## src/rtl/pulse_train_gen.sv

```systemverilog
// Pulse train generator: emits N toggles evenly spread over a window of PRESCALER+1 clk cycles.
// Latency: command accepted on a cmd_valid&&cmd_ready edge, window starts next cycle; pulse lags its toggle decision by one edge.
// Backpressure: cmd_ready only in IDLE or on the last window cycle; commands offered at other times are dropped.
// Optional feature: define PULSE_GEN_CONT_EN for continuous mode (windows repeat with the last command until reset).
module pulse_train_gen #(
    parameter int unsigned PRESCALER = 60000,
    parameter int unsigned CNT_W     = 7
) (
    input  logic             clk,
    input  logic             reset,
    input  logic [CNT_W-1:0] cmd_edges,
    input  logic             cmd_valid,
    output logic             cmd_ready,
    output logic             pulse,
    output logic             window_done,
    output logic             busy,
    output logic [CNT_W-1:0] edges_sent
);

    // Window counter spans 0..PRESCALER; accumulator must hold up to PRESCALER + 2^CNT_W.
    localparam int unsigned WIN_W = (PRESCALER < 1) ? 1 : $clog2(PRESCALER + 1);
    localparam int unsigned ACC_W = $clog2(PRESCALER + (2 ** CNT_W) + 1);

    localparam logic [WIN_W-1:0] WIN_LAST = WIN_W'(PRESCALER);
    localparam logic [ACC_W-1:0] WIN_LEN  = ACC_W'(PRESCALER + 1);

    typedef enum logic {
        IDLE = 1'b0,
        RUN  = 1'b1
    } state_t;

    state_t             state_q;
    state_t             state_d;
    logic [WIN_W-1:0]   win_cnt;
    logic [ACC_W-1:0]   acc;
    logic [ACC_W-1:0]   sum;
    logic [CNT_W-1:0]   n_eff;
    logic [CNT_W-1:0]   n_clamp;
    logic               win_end;
    logic               toggle;
    logic               accept;

    // Last cycle of the active window; also the only in-window cycle a new command can land.
    assign win_end     = (state_q == RUN) && (win_cnt == WIN_LAST);
    assign window_done = win_end;
    assign busy        = (state_q == RUN);

    // Bresenham-style spreading: toggle whenever the running sum wraps past the window length.
    assign sum    = acc + ACC_W'(n_eff);
    assign toggle = (state_q == RUN) && (sum >= WIN_LEN);

    // Clamp requested edge count to the number of cycles able to carry a toggle.
    always_comb begin
        n_clamp = cmd_edges;
        if (32'(cmd_edges) > PRESCALER) begin
            n_clamp = CNT_W'(PRESCALER);
        end
    end

    // Next-state and handshake decode.
    always_comb begin
        state_d   = state_q;
        cmd_ready = 1'b0;
        case (state_q)
            IDLE: begin
                cmd_ready = 1'b1;
                if (cmd_valid) begin
                    state_d = RUN;
                end
            end
            RUN: begin
                if (win_end) begin
                    cmd_ready = 1'b1;
`ifdef PULSE_GEN_CONT_EN
                    state_d = RUN;
`else
                    if (!cmd_valid) begin
                        state_d = IDLE;
                    end
`endif
                end
            end
            default: state_d = IDLE;
        endcase
        accept = cmd_valid && cmd_ready;
    end

    // State register.
    always_ff @(posedge clk) begin
        if (reset) begin
            state_q <= IDLE;
        end else begin
            state_q <= state_d;
        end
    end

    // Window datapath: accept loads a fresh window, otherwise advance counters while running.
    always_ff @(posedge clk) begin
        if (reset) begin
            pulse      <= 1'b0;
            edges_sent <= '0;
            acc        <= '0;
            win_cnt    <= '0;
            n_eff      <= '0;
        end else begin
            // Pulse level carries over between windows; the last toggle of a window lands on its final edge.
            if (toggle) begin
                pulse <= ~pulse;
            end
            if (accept) begin
                n_eff      <= n_clamp;
                win_cnt    <= '0;
                acc        <= '0;
                edges_sent <= '0;
`ifdef PULSE_GEN_CONT_EN
            end else if (win_end) begin
                // No new command: rerun the window with the previous edge count.
                win_cnt    <= '0;
                acc        <= '0;
                edges_sent <= '0;
`endif
            end else if (state_q == RUN) begin
                acc     <= toggle ? (sum - WIN_LEN) : sum;
                win_cnt <= win_end ? '0 : (win_cnt + WIN_W'(1));
                if (toggle) begin
                    edges_sent <= edges_sent + CNT_W'(1);
                end
            end
        end
    end

endmodule

```

## config.mk

```make
export PLATFORM = sky130hd
export DESIGN_NAME = pulse_train_gen
export DESIGN_NICKNAME = d
export VERILOG_FILES = /design/src/rtl/pulse_train_gen.sv
export SDC_FILE = /design/constraint.sdc
export NUM_CORES = 1
export LEC_CHECK = 0
export ABC_AREA = 1
export CORE_UTILIZATION = 60
export CTS_BUF_LIST = sky130_fd_sc_hd__clkbuf_8 sky130_fd_sc_hd__clkbuf_16
export CTS_CLUSTER_SIZE = 20
export DETAILED_ROUTE_END_ITERATION = 16
export GPL_ROUTABILITY_DRIVEN = 0
export PLACE_DENSITY = 0.85
export SETUP_SLACK_MARGIN = 0.3
export SYNTH_ARGS = -nofsm -noshare
export SYNTH_HDL_FRONTEND = slang
export SYNTH_SLANG_ARGS = --single-unit
```

## constraint.sdc

```tcl
create_clock -name clk -period 3.1 [get_ports clk]
set_clock_uncertainty 0.15 [all_clocks]
set_input_delay 0.31 -clock clk [delete_from_list [all_inputs] [get_ports clk]]
set_output_delay 0.31 -clock clk [all_outputs]
set_load 0.02 [all_outputs]
```

# == After elaboration in Yosys (flattened, before gate mapping) ==
# Index checks and enable logic that the tools add are counted.
# word_totals
reg_bits,48
output_inout_bits,11
elab_cells,26
# op_classes
addsub,4
n_lt_le_gt_ge,1
eq_ne,1
n_mux,7
bitwise_logic,2
n_reduce_logical,5
# op_table
cell,n
$mux 16,2
$add 16x1->16 const B,1
$add 16x7->16,1
$eq 16x16->1 const B,1
$ge 16x16->1 const B,1
$sub 16x16->16 const B,1
$add 7x1->7 const B,1
$pmux 1 s2,2
$logic_and 1x1->1,3
$mux 1,3
$not 1->1,2
$reduce_and 2->1,1
$reduce_or 2->1,1

# == Depth between registers and ports, before layout ==
# Gate-level depths: netlist (run 1).
# depth
ltp_word,6
depth_mapped,20

# == Worst setup path before layout (run 1) ==
# No wires, ideal clock.
# synth_path
path_kind,register to register
start,register acc[0]
end,register acc[12]
setup_ps,109
arrival_ps,2288
t_required_ps,2841
slack_ps,553
path_stages_with_launch,17
cell_sequence,dfxtp_1 -> ha_1 -> fa_1 -> nand2_1 -> nand2_1 -> nand3_1 -> nand2_1 -> nand2_1 -> xor2_2 -> nand2_1 -> nor2_2 -> nand2_4 -> buf_4 -> nand4_1 -> nand3_1 -> nand2_1 -> inv_1
# synth_via
elab_chain_len,4
# synth_lines
element,line_no,rtl
from (decl),35,logic [ACC_W-1:0] acc;
from (signal assigned),123,acc <= toggle ? (sum - WIN_LEN) : sum;
$add 16x7->16 (*),49,assign sum = acc + ACC_W'(n_eff);
$ge 16x16->1,50,assign toggle = (state_q == RUN) && (sum >= WIN_LEN);
$logic_and 1x1->1,50,
$mux 16 (*),123,
# Every way passes the cells marked *; elsewhere a longest branch is shown, timed or not.
# A chain may end at the register's enable or synchronous reset.

# == Worst setup path in the final report (run 1) ==
# layout_path
start,register acc[0]
end,register acc[5]
# Same word-level chain as after synthesis.

==> results of run 1 <==
-- cell families after synthesis --
| group | synth area share |
|---|---|
| adders and majority gates | 0.0509 |
| DFF | 0.287 |
| and+or+nand+nor | 0.437 |
| buffers and inverters | 0.113 |
| AOI/OAI and AO/OA | 0.0759 |
| xor gates and xnor gates | 0.0363 |
-- flip-flops by register name (all words and copies together), names as in the netlist --
| name | flops |
|---|---|
| win_cnt | 16 |
| edges_sent | 7 |
| busy | 1 |
| n_eff | 7 |
| pulse | 1 |
| acc | 16 |
-- per-layer routing --
metal  track usage  up-vias  share of wire
li1              -     1754              -
met2         0.500      179           0.46
met4         0.119        0          0.034
met1         0.385     1591           0.42
met3        0.0512       40          0.084
met5             0        -              0
-- worst max path at each step --
stage,from,end,slack (ps),cells past startpoint
2_1_floorplan,acc[0]$_SDFFE_PP0P_,acc[12]$_SDFFE_PP0P_,550,16
3_3_place_gp,acc[0]$_SDFFE_PP0P_,pulse$_SDFFE_PP0P_,250,16
3_5_place_dp,acc[0]$_SDFFE_PP0P_,pulse$_SDFFE_PP0P_,150,16
4_1_cts,acc[0]$_SDFFE_PP0P_,pulse$_SDFFE_PP0P_,320,16
5_1_grt,acc[0]$_SDFFE_PP0P_,pulse$_SDFFE_PP0P_,260,16
6_report,acc[0]$_SDFFE_PP0P_,acc[5]$_SDFFE_PP0P_,380,17
-- what timing repair did --
item,in CTS,in global routing
resized for setup,5,22
gates cloned,2,0
setup buffers,3,2
pin swaps,3,5
endpoints found under the setup margin,15,24
-- power groups by stage --
stage	clock network, mW	registers [mW]	logic [mW]
floorplan	0	0.664	0.188
global route	0.648	0.661	0.324
detailed placement	0	0.669	0.248
finish	0.618	0.658	0.292
global placement	0	0.668	0.242
CTS	0.628	0.654	0.263
-- cell usage in the layout, fill, tap and decap left out, types with 2 or more instances in the layout --
cell type / n
nand2_2: 16
nor3b_1: 3
inv_2: 3
dfxtp_1: 46
xnor2_1: 5
inv_1: 77
nor4_1: 4
ha_1: 8
xor2_2: 2
nand3_2: 8
clkdlybuf4s50_1: 20
o21ai_0: 13
xor2_1: 6
o21ai_1: 5
nand2_1: 132
nand3b_1: 2
nor2_1: 60
nor3_1: 12
a21oi_2: 5
nand2_4: 2
buf_6: 2
clkbuf_8: 5
nand4_1: 18
nor2_4: 3
nand3_1: 53
dfxtp_2: 2
buf_4: 8
bufinv_16: 3
ha_4: 3
nor2_2: 6
a21oi_1: 21
-- stage by stage --
stage,power [mW],instances,hold WS (ps),cell area [um2],util
after floorplan,0.852,533,229,3350,-
after global placement,0.910,616,308,3600,0.688
final,1.57,631,332,3920,0.749
after detailed placement,0.917,616,323,3600,0.688
after global routing,1.63,631,366,3920,0.749
after CTS,1.55,629,337,3820,0.729
-- final cells by class --
type | count | area, um2 | area share
multi-input combinational | 393 | 2120 | 0.540
tap | 70 | 87.6 | 0.0223
timing repair buffer | 30 | 283 | 0.0721
clock buffer | 5 | 68.8 | 0.0175
clock inverter | 3 | 90.1 | 0.0230
inverter | 82 | 310 | 0.0791
sequential | 48 | 963 | 0.246
-- worst register-to-register path, cell delays in order, from the launching register on --
cell     delay, ps
dfxtp_2        350
ha_4           170
fa_2           380
nand2_1        110
nand2_1        120
nand3_2        110
nand3_1         90
nand2_2        160
nand3_1        120
nor2_2         150
nand2_2        100
nand2_4        100
buf_6          130
nand3_1         90
nand2_1         70
nand3_1        110
nand2_1         80
inv_1           40
==> impl_metrics.tcl, run 1 <==
set metrics [dict create \
    status "complete, no violations" \
    p_int_mw 1.14 \
    ys_seq_area_frac 0.287 \
    num_vias 3564 \
    worstMarginPinSlew_ps 444 \
    cts_hold_buf 0 \
    die_area_um2 5880 \
    overflow 0 \
    initial_utilization 0.639 \
    yosys_register_bits 48 \
    synth.most_common_cell "nand2_1" \
    critical-path-top-delay-family "simple AND/OR/NAND/NOR gates" \
    clockRootBuffer "clkbuf_8" \
    numCtsBuffers 5 \
    cp-end-kind "flip-flop" \
    p_seq_frac 0.420 \
    finalMaxSlewViolations 0 \
    nets 583 \
    max_stage_delay_ps 380 \
    drt-total-wl_um 8590 \
    slew_headroom 0.701 \
    fillers 413 \
    holdPathEnd "win_cnt[14]$_SDFFE_PP0P_" \
    grt_max_degree 25 \
    min-delay-path-class "flip-flop to flip-flop" \
    drc_errors 0 \
    synthDistinctLibCells 34 \
    worst-path-buf-inv 2 \
    worstSetupPathType "flip-flop to flip-flop" \
    fin_ws_ps 377 \
    post-dp-hpwl_um 5960 \
    finalHoldViolCount 0 \
    p_sw_frac 0.271 \
    cts.path.max_buffers 2 \
    htree_levels 2 \
    critPathArrivalTime_ps 2780 \
    cts_tree "built" \
    clkPwrFrac 0.394 \
    synth_ff_type "dfxtp_1" \
    core_area_um2 5240 \
    ios 21 \
    comb_power_share 0.186 \
    avgRoutedWirePerCell_um 13.6 \
    grt_pass1_vias 3284 \
    rows 26 \
    drive_gt1_frac 0.130 \
    hp-start "win_cnt[14]$_SDFFE_PP0P_" \
    die_w_um 76.7 \
    ir_worst_vdd_mv 0.290 \
    synth_nets 556 \
    crit_chain "ha_4, fa_2, nand2_1, nand2_1, nand3_2, nand3_1, nand2_2, nand3_1, nor2_2, nand2_2, nand2_4, buf_6, nand3_1, nand2_1, nand3_1, nand2_1, inv_1" \
    syn_avg_cell_area_um2 6.28 \
    viasPerCell 5.65 \
    slowest_stage "fa_2" \
    r2r-end "acc[5]$_SDFFE_PP0P_" \
    clkTransAtPathRegs_ps 90 \
    die_h_um 76.7 \
    cap_violations 0 \
    period_minus_slack_ps 2720 \
    fin_crit_sh 0.878 \
    yosysWarnings 0 \
    startpoint_type "flip-flop" \
    path_max_fanout 7 \
    netlist.area_leader.share 0.287 \
    setup_viol 0 \
    r2r_slack_ps 380 \
    netlist_area_um2 3350 \
    grt_pass1_wl_um 14400 \
    yosysTopAreaCell "dfxtp_1" \
    ant_nets 0 \
    syn_inst 533 \
    synth_edf_count 0 \
    portBuffers 20 \
    p_leak_nw 1.75 \
    synth_area_leaders "dfxtp_1, nand2_1, inv_1, nand3_1, nor2_1" \
    p_per_area_nw_per_um2 400 \
    drt_iter0_drc 414 \
    required_ps 3160 \
    max_freq_mhz 367 \
    holdPathStages 2 \
    ff2ff_path_depth 17 \
    n_antenna_cell 0 \
    first_pass_iters 6 \
    grt_use_total 0.301 \
    worstSkewPairLatency_ps 300 \
    rsz0062_at_grt "no" \
    antenna_found_initial 0 \
    switchingPower_mw 0.426 \
    pre_cts_slack_ps 149 \
    tns_ps 0 \
    r2r_start "acc[0]$_SDFFE_PP0P_" \
    area_growth_pct 17.3 \
    clock_sinks 48 \
    ys_async_sr_fraction 0 \
    synth.top_cells.by_count "nand2_1, inv_1, nor2_1" \
]
Note: power is estimated with default switching activity, not from simulation.
==> run 2, diff against run 1 <==
--- a/config.mk
+++ b/config.mk
@@ -11,7 +11,7 @@
 export CTS_CLUSTER_SIZE = 20
 export DETAILED_ROUTE_END_ITERATION = 16
 export GPL_ROUTABILITY_DRIVEN = 0
-export PLACE_DENSITY = 0.85
+export PLACE_DENSITY = 0.81
 export SETUP_SLACK_MARGIN = 0.3
 export SYNTH_ARGS = -nofsm -noshare
 export SYNTH_HDL_FRONTEND = slang
==> run 2 against run 1 <==
- non-clock buffer count rose by 1
- combinational power shrank 3%
- register-to-register slack improved by 20 ps
- worst setup slack better by 19 ps
- utilization down 0.36 points
- largest cell class unchanged
- largest power group unchanged
==> impl_metrics.tcl, run 2 (synthesis gave the netlist of run 1 again) <==
set metrics [dict create \
    status "complete, no violations" \
    avgRoutedWirePerCell_um 13.2 \
    clkPwrFrac 0.346 \
    grt_use_total 0.290 \
    ant_nets 0 \
    p_per_area_nw_per_um2 369 \
    grt_pass1_wl_um 14000 \
    finalHoldViolCount 0 \
    r2r-end "acc[12]$_SDFFE_PP0P_" \
    worstMarginPinSlew_ps 442 \
    timing.critical_path.to "acc[12]$_SDFFE_PP0P_" \
    slew_headroom 0.703 \
    worstSetupPathType "flip-flop to flip-flop" \
    post-dp-hpwl_um 5940 \
    switchingPower_mw 0.418 \
    final_common_cell "nand2_1" \
    clock_sinks 48 \
    comb_power_share 0.197 \
    antenna_found_initial 0 \
    r2r_start "acc[0]$_SDFFE_PP0P_" \
    die_w_um 76.7 \
    num_vias 3514 \
    period_minus_slack_ps 2700 \
    reg_top3 "acc x16, win_cnt x16" \
    drc_errors 0 \
    rsz0062_at_grt "yes" \
    holdPathStages 2 \
    worstSkewPairLatency_ps 300 \
    core_area_um2 5240 \
    grt_max_degree 25 \
    cts_hold_buf 0 \
    rows 26 \
    area_growth_pct 16.7 \
    finalMaxSlewViolations 0 \
    p_leak_nw 1.76 \
    critPathArrivalTime_ps 2770 \
    cts_tree "built" \
    min-delay-path-class "flip-flop to flip-flop" \
    die_h_um 76.7 \
    final_cell_mix "nand2_1, inv_1, nor2_1" \
    dpl-instance-area_um2 3600 \
    fin_util 0.746 \
    clockRootBuffer "clkbuf_8" \
    p_seq_frac 0.457 \
    max_stage_delay_ps 470 \
    fin_crit_sh 0.872 \
    drt-total-wl_um 8320 \
    initial_utilization 0.639 \
    tns_ps 0 \
    numCtsBuffers 5 \
    viasPerCell 5.56 \
    p_sw_frac 0.290 \
    critical-path-top-delay-family "adder cells" \
    placedCellCount 616 \
    p_int_mw 1.02 \
    first_pass_iters 6 \
    slowest_stage "fa_2" \
    required_ps 3160 \
    cp-startpoint "acc[0]$_SDFFE_PP0P_" \
    crit_chain "ha_4, fa_2, inv_1, ha_2, inv_1, nor2_1, nand2_1, nand3_2, nand2_1, a21oi_2, nand3_1, nand2_1, nand3_1, nand2_1, inv_1" \
    htree_levels 2 \
    worst-path-buf-inv 3 \
    drt_iter0_drc 355 \
    nets 584 \
    setup_viol 0 \
    max_freq_mhz 370 \
    grt_pass1_vias 3208 \
    ff2ff_path_depth 15 \
    path_depth 15 \
    stdcell_count 632 \
    ir_worst_vdd_mv 0.272 \
    drive_gt1_frac 0.125 \
    cts.path.max_buffers 2 \
    path_max_fanout 4 \
    ios 21 \
    cap_violations 0 \
    portBuffers 20 \
    final_area_um2 3910 \
    n_antenna_cell 0 \
    clkTransAtPathRegs_ps 100 \
    cp-end-kind "flip-flop" \
    startpoint_type "flip-flop" \
    die_area_um2 5880 \
    cp_common_cell "nand2_1" \
    r2r_slack_ps 400 \
    overflow 0 \
]
## run 2: cell count changes in the layout (fill, tap and decap cells not counted), sizes merged
cell | before | now
buf | 10 | 11
bufinv | 3 | 1
clkbuf | 5 | 7
clkdlybuf4s50 | 20 | 19
dlymetal6s2s | 0 | 1
## run 2: power groups by stage
stage	registers [mW]	clock network [mW]	logic, mW
final	0.659	0.498	0.284
after CTS	0.655	0.505	0.260
after global placement	0.669	0	0.241
after detailed placement	0.669	0	0.248
after global routing	0.661	0.529	0.317
after floorplan	0.664	0	0.188
## run 2: timing repair
action                     CTS  global route
gates cloned                 2             0
setup buffers                3             3
resized for setup            4            21
setup endpoints to repair   13            36
pin swaps                    3             4
## run 2: cell type report
cell class,instances,area (um2)
Clock inverter,1,30.0
Timing Repair Buffer,31,289
Inverter,82,310
Tap cell,70,87.6
Sequential cell,48,961
Fill cell,429,1330
Multi-Input combinational cell,393,2130
Clock buffer,7,96.3
## run 2: worst min path at each step
stage | start | endpoint | slack [ps]
2_1_floorplan | reset | busy$_SDFF_PP0_ | 230
3_3_place_gp | win_cnt[14]$_SDFFE_PP0P_ | win_cnt[14]$_SDFFE_PP0P_ | 310
3_5_place_dp | win_cnt[14]$_SDFFE_PP0P_ | win_cnt[14]$_SDFFE_PP0P_ | 310
4_1_cts | win_cnt[14]$_SDFFE_PP0P_ | win_cnt[14]$_SDFFE_PP0P_ | 330
5_1_grt | win_cnt[1]$_SDFFE_PP0P_ | win_cnt[1]$_SDFFE_PP0P_ | 370
6_report | win_cnt[14]$_SDFFE_PP0P_ | win_cnt[14]$_SDFFE_PP0P_ | 320
## run 2: through the flow
| stage | setup slack [ps] | hold slack [ps] | power (mW) |
|---|---|---|---|
| after floorplan | 553 | 229 | 0.852 |
| after global placement | 252 | 310 | 0.910 |
| after detailed placement | 182 | 312 | 0.917 |
| after CTS | 312 | 327 | 1.42 |
| after global routing | 208 | 371 | 1.51 |
| final | 396 | 323 | 1.44 |
## run 2: tightest hold or removal path: stages (launching register included)
cell and delay, ps:
dfxtp_1 320, inv_1 50, a221oi_1 60
## run 2: per-layer routing
metal | global-route usage | vias up | part of all wire
li1 | - | 1762 | -
met2 | 0.497 | 137 | 0.47
met3 | 0.0452 | 18 | 0.048
met4 | 0.112 | 0 | 0.021
met1 | 0.362 | 1597 | 0.46
met5 | 0 | - | 0
